--- config.mk ---
export PLATFORM = sky130hd
export DESIGN_NAME = sel_mux_reg
export DESIGN_NICKNAME = d
export VERILOG_FILES = /design/src/rtl/sel_mux_reg_pkg.sv /design/src/rtl/sel_mux_reg_rr_arbiter.sv /design/src/rtl/sel_mux_reg.sv
export SDC_FILE = /design/constraint.sdc
export NUM_CORES = 1
export LEC_CHECK = 0
export ABC_AREA = 1
export CORE_ASPECT_RATIO = 1.4
export CORE_UTILIZATION = 30
export DETAILED_ROUTE_END_ITERATION = 8
export HOLD_SLACK_MARGIN = 0.08
export PLACE_DENSITY = 0.69
export SYNTH_ARGS = -nofsm -noshare
export SYNTH_HDL_FRONTEND = slang
export SYNTH_SLANG_ARGS = --single-unit
export TNS_END_PERCENT = 100
--- constraint.sdc ---
create_clock -name CLK -period 4.6 [get_ports CLK]
set_input_delay 1.38 -clock CLK [delete_from_list [all_inputs] [get_ports CLK]]
set_output_delay 1.38 -clock CLK [all_outputs]
set_load 0.02 [all_outputs]
--- src/rtl/sel_mux_reg_pkg.sv ---
// Shared constants for the registered N:1 selection stage.
package sel_mux_reg_pkg;

   localparam logic MODE_DIRECT = 1'b0;
   localparam logic MODE_RR     = 1'b1;

endpackage

--- src/rtl/sel_mux_reg_rr_arbiter.sv ---
// Round-robin priority search: first requesting index scanning ptr, ptr+1, ... modulo N.
module rr_arbiter #(
   parameter int N    = 4,
   parameter int SELW = $clog2(N)
) (
   input  logic [N-1:0]    req,
   input  logic [SELW-1:0] ptr,
   output logic [SELW-1:0] gnt_idx,
   output logic            gnt_found
);

   int idx;

   always_comb begin
      gnt_found = 1'b0;
      gnt_idx   = '0;
      idx       = 0;
      for (int k = 0; k < N; k++) begin
         idx = int'(ptr) + k;
         if (idx >= N) idx = idx - N;
         if (!gnt_found && req[idx]) begin
            gnt_found = 1'b1;
            gnt_idx   = SELW'(idx);
         end
      end
   end

endmodule

--- src/rtl/sel_mux_reg.sv ---
// Single-entry registered N:1 mux with direct-select and round-robin modes.
module sel_mux_reg
   import sel_mux_reg_pkg::*;
#(
   parameter int WIDTH = 8,
   parameter int N     = 4,
   parameter int SELW  = $clog2(N)
) (
   input  logic                 CLK,
   input  logic                 RESETN,
   input  logic [N*WIDTH-1:0]   IN_DATA,
   input  logic [N-1:0]         IN_VALID,
   output logic [N-1:0]         IN_READY,
   input  logic                 MODE,
   input  logic [SELW-1:0]      SELECT,
   output logic [WIDTH-1:0]     OUT_DATA,
   output logic [SELW-1:0]      OUT_SRC,
   output logic                 OUT_VALID,
   input  logic                 OUT_READY
);

   logic [WIDTH-1:0] out_data_q, out_data_d;
   logic [SELW-1:0]  out_src_q, out_src_d;
   logic             out_valid_q, out_valid_d;
   logic [SELW-1:0]  ptr_q, ptr_d;

   logic [SELW-1:0]  rr_idx, gnt_idx;
   logic             rr_found, direct_found, gnt_found;
   logic             load, xfer;
   logic [N-1:0]     in_ready;
   logic [WIDTH-1:0] gnt_data;

   rr_arbiter #(.N(N), .SELW(SELW)) u_rr_arbiter (
      .req       (IN_VALID),
      .ptr       (ptr_q),
      .gnt_idx   (rr_idx),
      .gnt_found (rr_found)
   );

   always_comb begin
      load = !out_valid_q | OUT_READY;

      // An out-of-range SELECT matches no source, so it simply never grants.
      direct_found = 1'b0;
      for (int i = 0; i < N; i++) begin
         if (SELECT == SELW'(i) && IN_VALID[i]) direct_found = 1'b1;
      end

      if (MODE == MODE_RR) begin
         gnt_idx   = rr_idx;
         gnt_found = rr_found;
      end else begin
         gnt_idx   = SELECT;
         gnt_found = direct_found;
      end

      in_ready = '0;
      gnt_data = '0;
      for (int i = 0; i < N; i++) begin
         if (gnt_idx == SELW'(i)) begin
            gnt_data    = IN_DATA[i*WIDTH +: WIDTH];
            in_ready[i] = RESETN & load & gnt_found;
         end
      end
      xfer = |in_ready;

      out_data_d  = out_data_q;
      out_src_d   = out_src_q;
      out_valid_d = out_valid_q;
      ptr_d       = ptr_q;
      if (xfer) begin
         out_data_d  = gnt_data;
         out_src_d   = gnt_idx;
         out_valid_d = 1'b1;
         if (MODE == MODE_RR) begin
            ptr_d = (gnt_idx == SELW'(N - 1)) ? '0 : gnt_idx + SELW'(1);
         end
      end else if (load) begin
         out_valid_d = 1'b0;
      end
   end

   always_ff @(posedge CLK) begin
      if (!RESETN) begin
         out_data_q  <= '0;
         out_src_q   <= '0;
         out_valid_q <= 1'b0;
         ptr_q       <= '0;
      end else begin
         out_data_q  <= out_data_d;
         out_src_q   <= out_src_d;
         out_valid_q <= out_valid_d;
         ptr_q       <= ptr_d;
      end
   end

   assign IN_READY  = in_ready;
   assign OUT_DATA  = out_data_q;
   assign OUT_SRC   = out_src_q;
   assign OUT_VALID = out_valid_q;

endmodule

Word-level counts from Yosys, hierarchy flattened
Cells that the tools add are included.
{"block": "totals", "output_inout_bits": 15, "register_bits": 13, "wordCells": 86}
{"block": "classes", "addsub": 8, "n_mux": 41, "n_lt_le_gt_ge": 8, "n_bitwise": 3, "reduce_logical": 16, "n_eq_ne": 6}
{"cell": "< comparator 32 x 4 -> 1 bit, second input constant", "n": 4}
{"cell": "two-way mux 32 bit", "n": 4}
{"cell": "greater-or-equal comparator 32 x 4 -> 1 bit, second input constant", "n": 3}
{"cell": "subtractor 32 x 4 -> 32 bit, second input constant", "n": 3}
{"cell": "two-way mux 8 bit", "n": 4}
{"cell": "two-way mux 1 bit", "n": 23}
{"cell": "two-way mux 2 bit", "n": 6}
{"cell": "binary-select mux 1 bit (select 2 bit)", "n": 4}
{"cell": "== test 2 bit, second input constant", "n": 4}
{"cell": "logical AND 1 bit", "n": 7}
{"cell": "adder 2 x 2 -> 3 bit, second input constant", "n": 2}
{"cell": "== test 2 x 1 -> 1 bit, second input constant", "n": 2}
{"cell": "zero test 1 bit", "n": 4}
{"cell": "zero test 2 bit", "n": 2}
{"cell": "OR reduction 4 bit", "n": 1}
{"cell": "subtractor 2 x 3 -> 4 bit, second input constant", "n": 1}
{"cell": "adder 2 x 1 -> 3 bit, second input constant", "n": 1}
{"cell": "greater-or-equal comparator 2 x 3 -> 1 bit, second input constant", "n": 1}
{"cell": "adder 2 x 1 -> 2 bit, second input constant", "n": 1}
{"cell": "bitwise AND 1 bit", "n": 2}
{"cell": "AND reduction 2 bit", "n": 1}
{"cell": "nonzero test 2 bit", "n": 1}
{"cell": "bitwise OR 1 bit", "n": 1}

Longest topological paths before layout
{"block": "depth", "depth_word": 21, "ltp_mapped": 21, "ltp_nobuf": 19}

Modules after synthesis
Synthesis repeated with hierarchy kept, for this count alone.
{"block": "unflattened", "hier_cells": 206, "area_unflattened_um2": 1214.9}
{"module": "sel_mux_reg", "area_each_um2": 895.9, "cells_each": 147, "seq_area_each_um2": 260.2, "instances": 1}
{"module": "rr_arbiter", "area_each_um2": 319.1, "cells_each": 59, "seq_area_each_um2": 0.0, "instances": 1}

Least setup slack after synthesis
Ideal clock, no wire load.
{"block": "synth_path", "path_kind": "input to output", "from": "in IN_VALID[3]", "to": "out IN_READY[1]", "arrival_ns": 3.200, "path_slack_ns": 0.020, "path_stages": 12, "required_ns": 3.220, "path_buffers": 1, "cell_sequence": "inv_1 > nand2_1 > nand3_1 > nand2_2 > nor2_4 > nand3_2 > o21ai_0 > nor2_1 > ha_1 > clkbuf_1 > clkinv_1 > nor2_1"}
{"block": "synth_between", "elab_chain_len": 16, "elab_cells_between_ends": 33}
{"item": "from (decl)", "line_no": "sel_mux_reg.sv:12", "text": "input logic [N-1:0] IN_VALID,"}
{"item": "binary-select mux 1 bit (select 2 bit)", "line_no": "sel_mux_reg_rr_arbiter.sv:21", "text": "if (!gnt_found && req[idx]) begin"}
{"item": "two-way mux 1 bit (implied by the code) (2 in a row)", "line_no": "sel_mux_reg_rr_arbiter.sv:21"}
{"item": "two-way mux 1 bit", "line_no": "sel_mux_reg_rr_arbiter.sv:21"}
{"item": "zero test 1 bit", "line_no": "sel_mux_reg_rr_arbiter.sv:21"}
{"item": "logical AND 1 bit", "line_no": "sel_mux_reg_rr_arbiter.sv:21"}
{"item": "two-way mux 1 bit", "line_no": "sel_mux_reg_rr_arbiter.sv:21"}
{"item": "zero test 1 bit", "line_no": "sel_mux_reg_rr_arbiter.sv:21"}
{"item": "logical AND 1 bit", "line_no": "sel_mux_reg_rr_arbiter.sv:21"}
{"item": "two-way mux 1 bit", "line_no": "sel_mux_reg_rr_arbiter.sv:21"}
{"item": "zero test 1 bit", "line_no": "sel_mux_reg_rr_arbiter.sv:21"}
{"item": "logical AND 1 bit", "line_no": "sel_mux_reg_rr_arbiter.sv:21"}
{"item": "two-way mux 2 bit (*)", "line_no": "sel_mux_reg_rr_arbiter.sv:21"}
{"item": "two-way mux 2 bit (*)", "line_no": "sel_mux_reg.sv:49", "text": "if (MODE == MODE_RR) begin"}
{"item": "named net gnt_idx[0]", "line_no": "sel_mux_reg.sv:27", "text": "logic [SELW-1:0] rr_idx, gnt_idx;"}
{"item": "== test 2 x 1 -> 1 bit (*)", "line_no": "sel_mux_reg.sv:60", "text": "if (gnt_idx == SELW'(i)) begin"}
{"item": "two-way mux 1 bit (*)", "line_no": "sel_mux_reg.sv:60"}
{"item": "to (decl)", "line_no": "sel_mux_reg.sv:13", "text": "output logic [N-1:0] IN_READY,"}
The timed path passes the listed nets; every way through them passes the cells marked *. The select of a mux whose other input is x is not followed.

Worst setup path after layout
{"block": "layout_path", "from": "in IN_VALID[1]", "to": "out IN_READY[1]"}
The elaborated chain is that of the path after synthesis.

==> results.tsv <==
stage	metric	value	unit
critical_path	worstSetupPathType	in2out	
placement	io_buffers	56	
yosys	yosysWarnings	0	
timing	rsz0062_at_grt	true	
global_route	grt.overflow.total	0	
critical_path	worstPathRequired	3220	ps
final_layout	final_cell_mix	nand2_1 (56), clkdlybuf4s50_1 (48), nor2_1 (29)	
yosys	yosys.area.top_type	dfxtp_1	
clock_network	clk_pin_slew_worst_paths	50	ps
power	p_clk_share	13.8	%
yosys	ys_seq_elements	13	
power	combPwrFrac	63.5	%
timing	tns	0	ps
routing	dr.pass1.iters	4	
routing	viasPerCell	4.575	
power	leakagePower	0.0009075	uW
global_route	antenna_found_initial	0	
global_route	grt_pass1_vias	1285	
critical_path	path_max_fanout	4	
power	pwr-share-seq	22.6	%
clock_network	cts_num_sinks	13	
floorplanning	die_w	54.89	um
clock_network	cts.hold.buffers_added	0	
yosys	netlist_area	0.001175	mm^2
timing	max_slew_margin	73.68	%
flow_run	drv_cap	0	
final_layout	fin_nets	325	
critical_path	worst-r2r-cell-count	18	
timing	post-route-period-util	96.68	%
clock_network	cts_tree	yes	
yosys	synth.avg_cell_area	5.648	um^2
hold_path	hold_path_depth	2	
floorplanning	core	0.003709	mm^2
placement	post_dp_cell_area	0.001873	mm^2
timing	maxSlewViolCount	0	
yosys	synth_cell_types	22	
global_route	grt_pass1_wl	5.340	mm
global_route	grt_max_degree	18	
routing	num_vias	1464	
timing	timing_hold_violations_final	0	
power	power_switching_share	43.29	%
critical_path	max_stage_delay	260	ps
final_layout	fin_area	0.001928	mm^2
hold_path	hp-start	OUT_DATA[3]	
placement	dp.cells	315	
final_layout	insertedDiodeCount	0	
timing	whs	499.8	ps
yosys	synth.area.top_cells	dfxtp_1 (22%), nand2_1 (19%), nor2_1 (9.6%), nand3_1 (8.5%), o21ai_0 (8.1%)	
floorplanning	initial_utilization	31.68	%
critical_path	cp.arrival	3070	ps
timing	worst-slew-pin-transition	394.2	ps
power	p_int	408.1	uW
global_route	grtUsageTotal	16.81	%
yosys	yosysSeqAreaShare	22.15	%
yosys	syn_inst	208	
final_layout	multi_input_comb_area	803.3	um^2
hold_path	hp-class	reg2reg	
final_layout	fill_cells	412	
routing	wl_per_cell	10.73	um
clock_network	cts_root_buf	clkbuf_8	
routing	detail-route-antenna-nets	0	
power	p_per_area	373.2	mW/mm^2
routing	drt-total-wl	3.434	mm
critical_path	crit_chain	dlygate4sd2_1 -> inv_1 -> nand2_1 -> nand3_1 -> nand2_2 -> nor2_4 -> nand4_1 -> nand3_1 -> nand2_2 -> inv_1 -> ha_1 -> clkinv_1 -> nor2_1 -> buf_4	
clock_network	cts_buffers	3	
critical_path	r2r-start	ptr_q[0]	
clock_network	h-tree-depth	1	
critical_path	critPathCaptureType	output pin	
timing	setup_viol	0	
power	vdd_drop_max	0.3333	mV
placement	dp_hpwl	2.818	mm
timing	min_period	4447	ps
clock_network	clk_path_buf_depth	2	
critical_path	rrSetupSlack	1900	ps
power	p_switching	311.6	uW
placement	gp_congestion	0.7925	
final_layout	layout_commonest_cell	nand2_1	
floorplanning	fp-row-count	26	
yosys	synthDominantCellAreaShare	22.15	%
floorplanning	dieArea	0.004174	mm^2
routing	drc_errors	0	
floorplanning	pin_count	57	
final_layout	drive_above_1_share	16.55	%
final_layout	syn_to_final_growth	64.11	%
final_layout	fin_cells	320	
clock_network	clk_latency	240	ps
critical_path	cp-start-kind	input pin	
timing	finClkSkew	6.312	ps
timing	max_freq	224.9	MHz
critical_path	crit_slowest_cell	dlygate4sd2_1	
final_layout	seq_area	260.3	um^2
critical_path	reg2reg_to	OUT_DATA[7]	
hold_path	holdPathEnd	OUT_DATA[3]	
floorplanning	die_h	76.05	um
yosys	syn_nets	254	
outcome	status	finished, final reports clean	
routing	drtIter0Drc	28	
==> final cells by class <==
class / count / share of cell area [%]
Timing Repair Buffer: 75 / 35.56
Sequential cell: 13 / 13.50
Inverter: 21 / 4.218
Tap cell: 42 / 2.726
Clock buffer: 4 / 2.336
Multi-Input combinational cell: 165 / 41.66
==> routing by layer <==
metal / part of all wire (%) / up-vias / GRT usage (%)
met3: 4.5 / 7 / 1.397
met2: 49 / 30 / 28.19
li1: - / 808 / -
met1: 44 / 619 / 20.85
met4: 2.1 / 0 / 7.000
met5: 0 / - / 0
==> through the flow <==
stage	utilization [%]	power (uW)	setup slack, ps
CTS	51.79	724.4	145.7
finish	51.99	719.6	152.8
detailed placement	50.51	617.5	-592.1
global placement	50.51	614.0	-522.0
floorplan	-	438.0	20.07
global route	51.99	783.8	-4.398
==> what timing repair did <==
action,4_1_cts,5_1_grt
buffers inserted,1,0
endpoints found under the setup margin,4,3
resized for setup,27,3
pin swaps,3,1
==> sequential cells by signal (all words and copies together) (netlist names) <==
name / flops
OUT_DATA: 8
OUT_SRC: 2
OUT_VALID: 1
ptr_q: 2
==> logic make-up after synthesis <==
family / share of synthesized area, %
fa+ha+maj: 4.260
compound gates: 20.02
simple gates: 42.39
flops: 22.15
buf+inv: 11.18
==> worst max-delay path: cells and delay by family <==
family | cells | cell delay [ps]
simple gates | 8 | 850
fa+ha+maj | 1 | 170
buf+inv | 5 | 650
==> worst max-delay path by stage <==
stage                        endpoint  cells past startpoint   startpoint
after floorplan           IN_READY[1]                     12  IN_VALID[3]
after global placement    IN_READY[3]                     14  IN_VALID[2]
after detailed placement  IN_READY[3]                     14  IN_VALID[1]
after CTS                 IN_READY[1]                     14  IN_VALID[1]
after global routing      IN_READY[1]                     14  IN_VALID[1]
final                     IN_READY[1]                     14  IN_VALID[1]
==> power by group through the flow <==
stage	combinational (uW)	sequential [uW]	clock, uW
CTS	458	163	103
global route	512	166	106
detailed placement	453	164	0
finish	457	163	99.5
global placement	450	164	0
floorplan	247	191	0
==> Yosys cell counts <==
library cell,instances
nand2_1,59
nor2_1,30
nand3_1,20
o21ai_0,19
inv_1,15
dfxtp_1,13
a21oi_1,12
o21ai_1,11
clkbuf_1,6
ha_1,4
inv_2,4
nand2_2,3
buf_6,2
o211ai_2,2
and2_1,1
clkbuf_2,1
clkinv_1,1
inv_4,1
nand2_4,1
nand3_2,1
nand4_1,1
nor2_4,1
No activity file was read; power rests on OpenSTA's default activity.
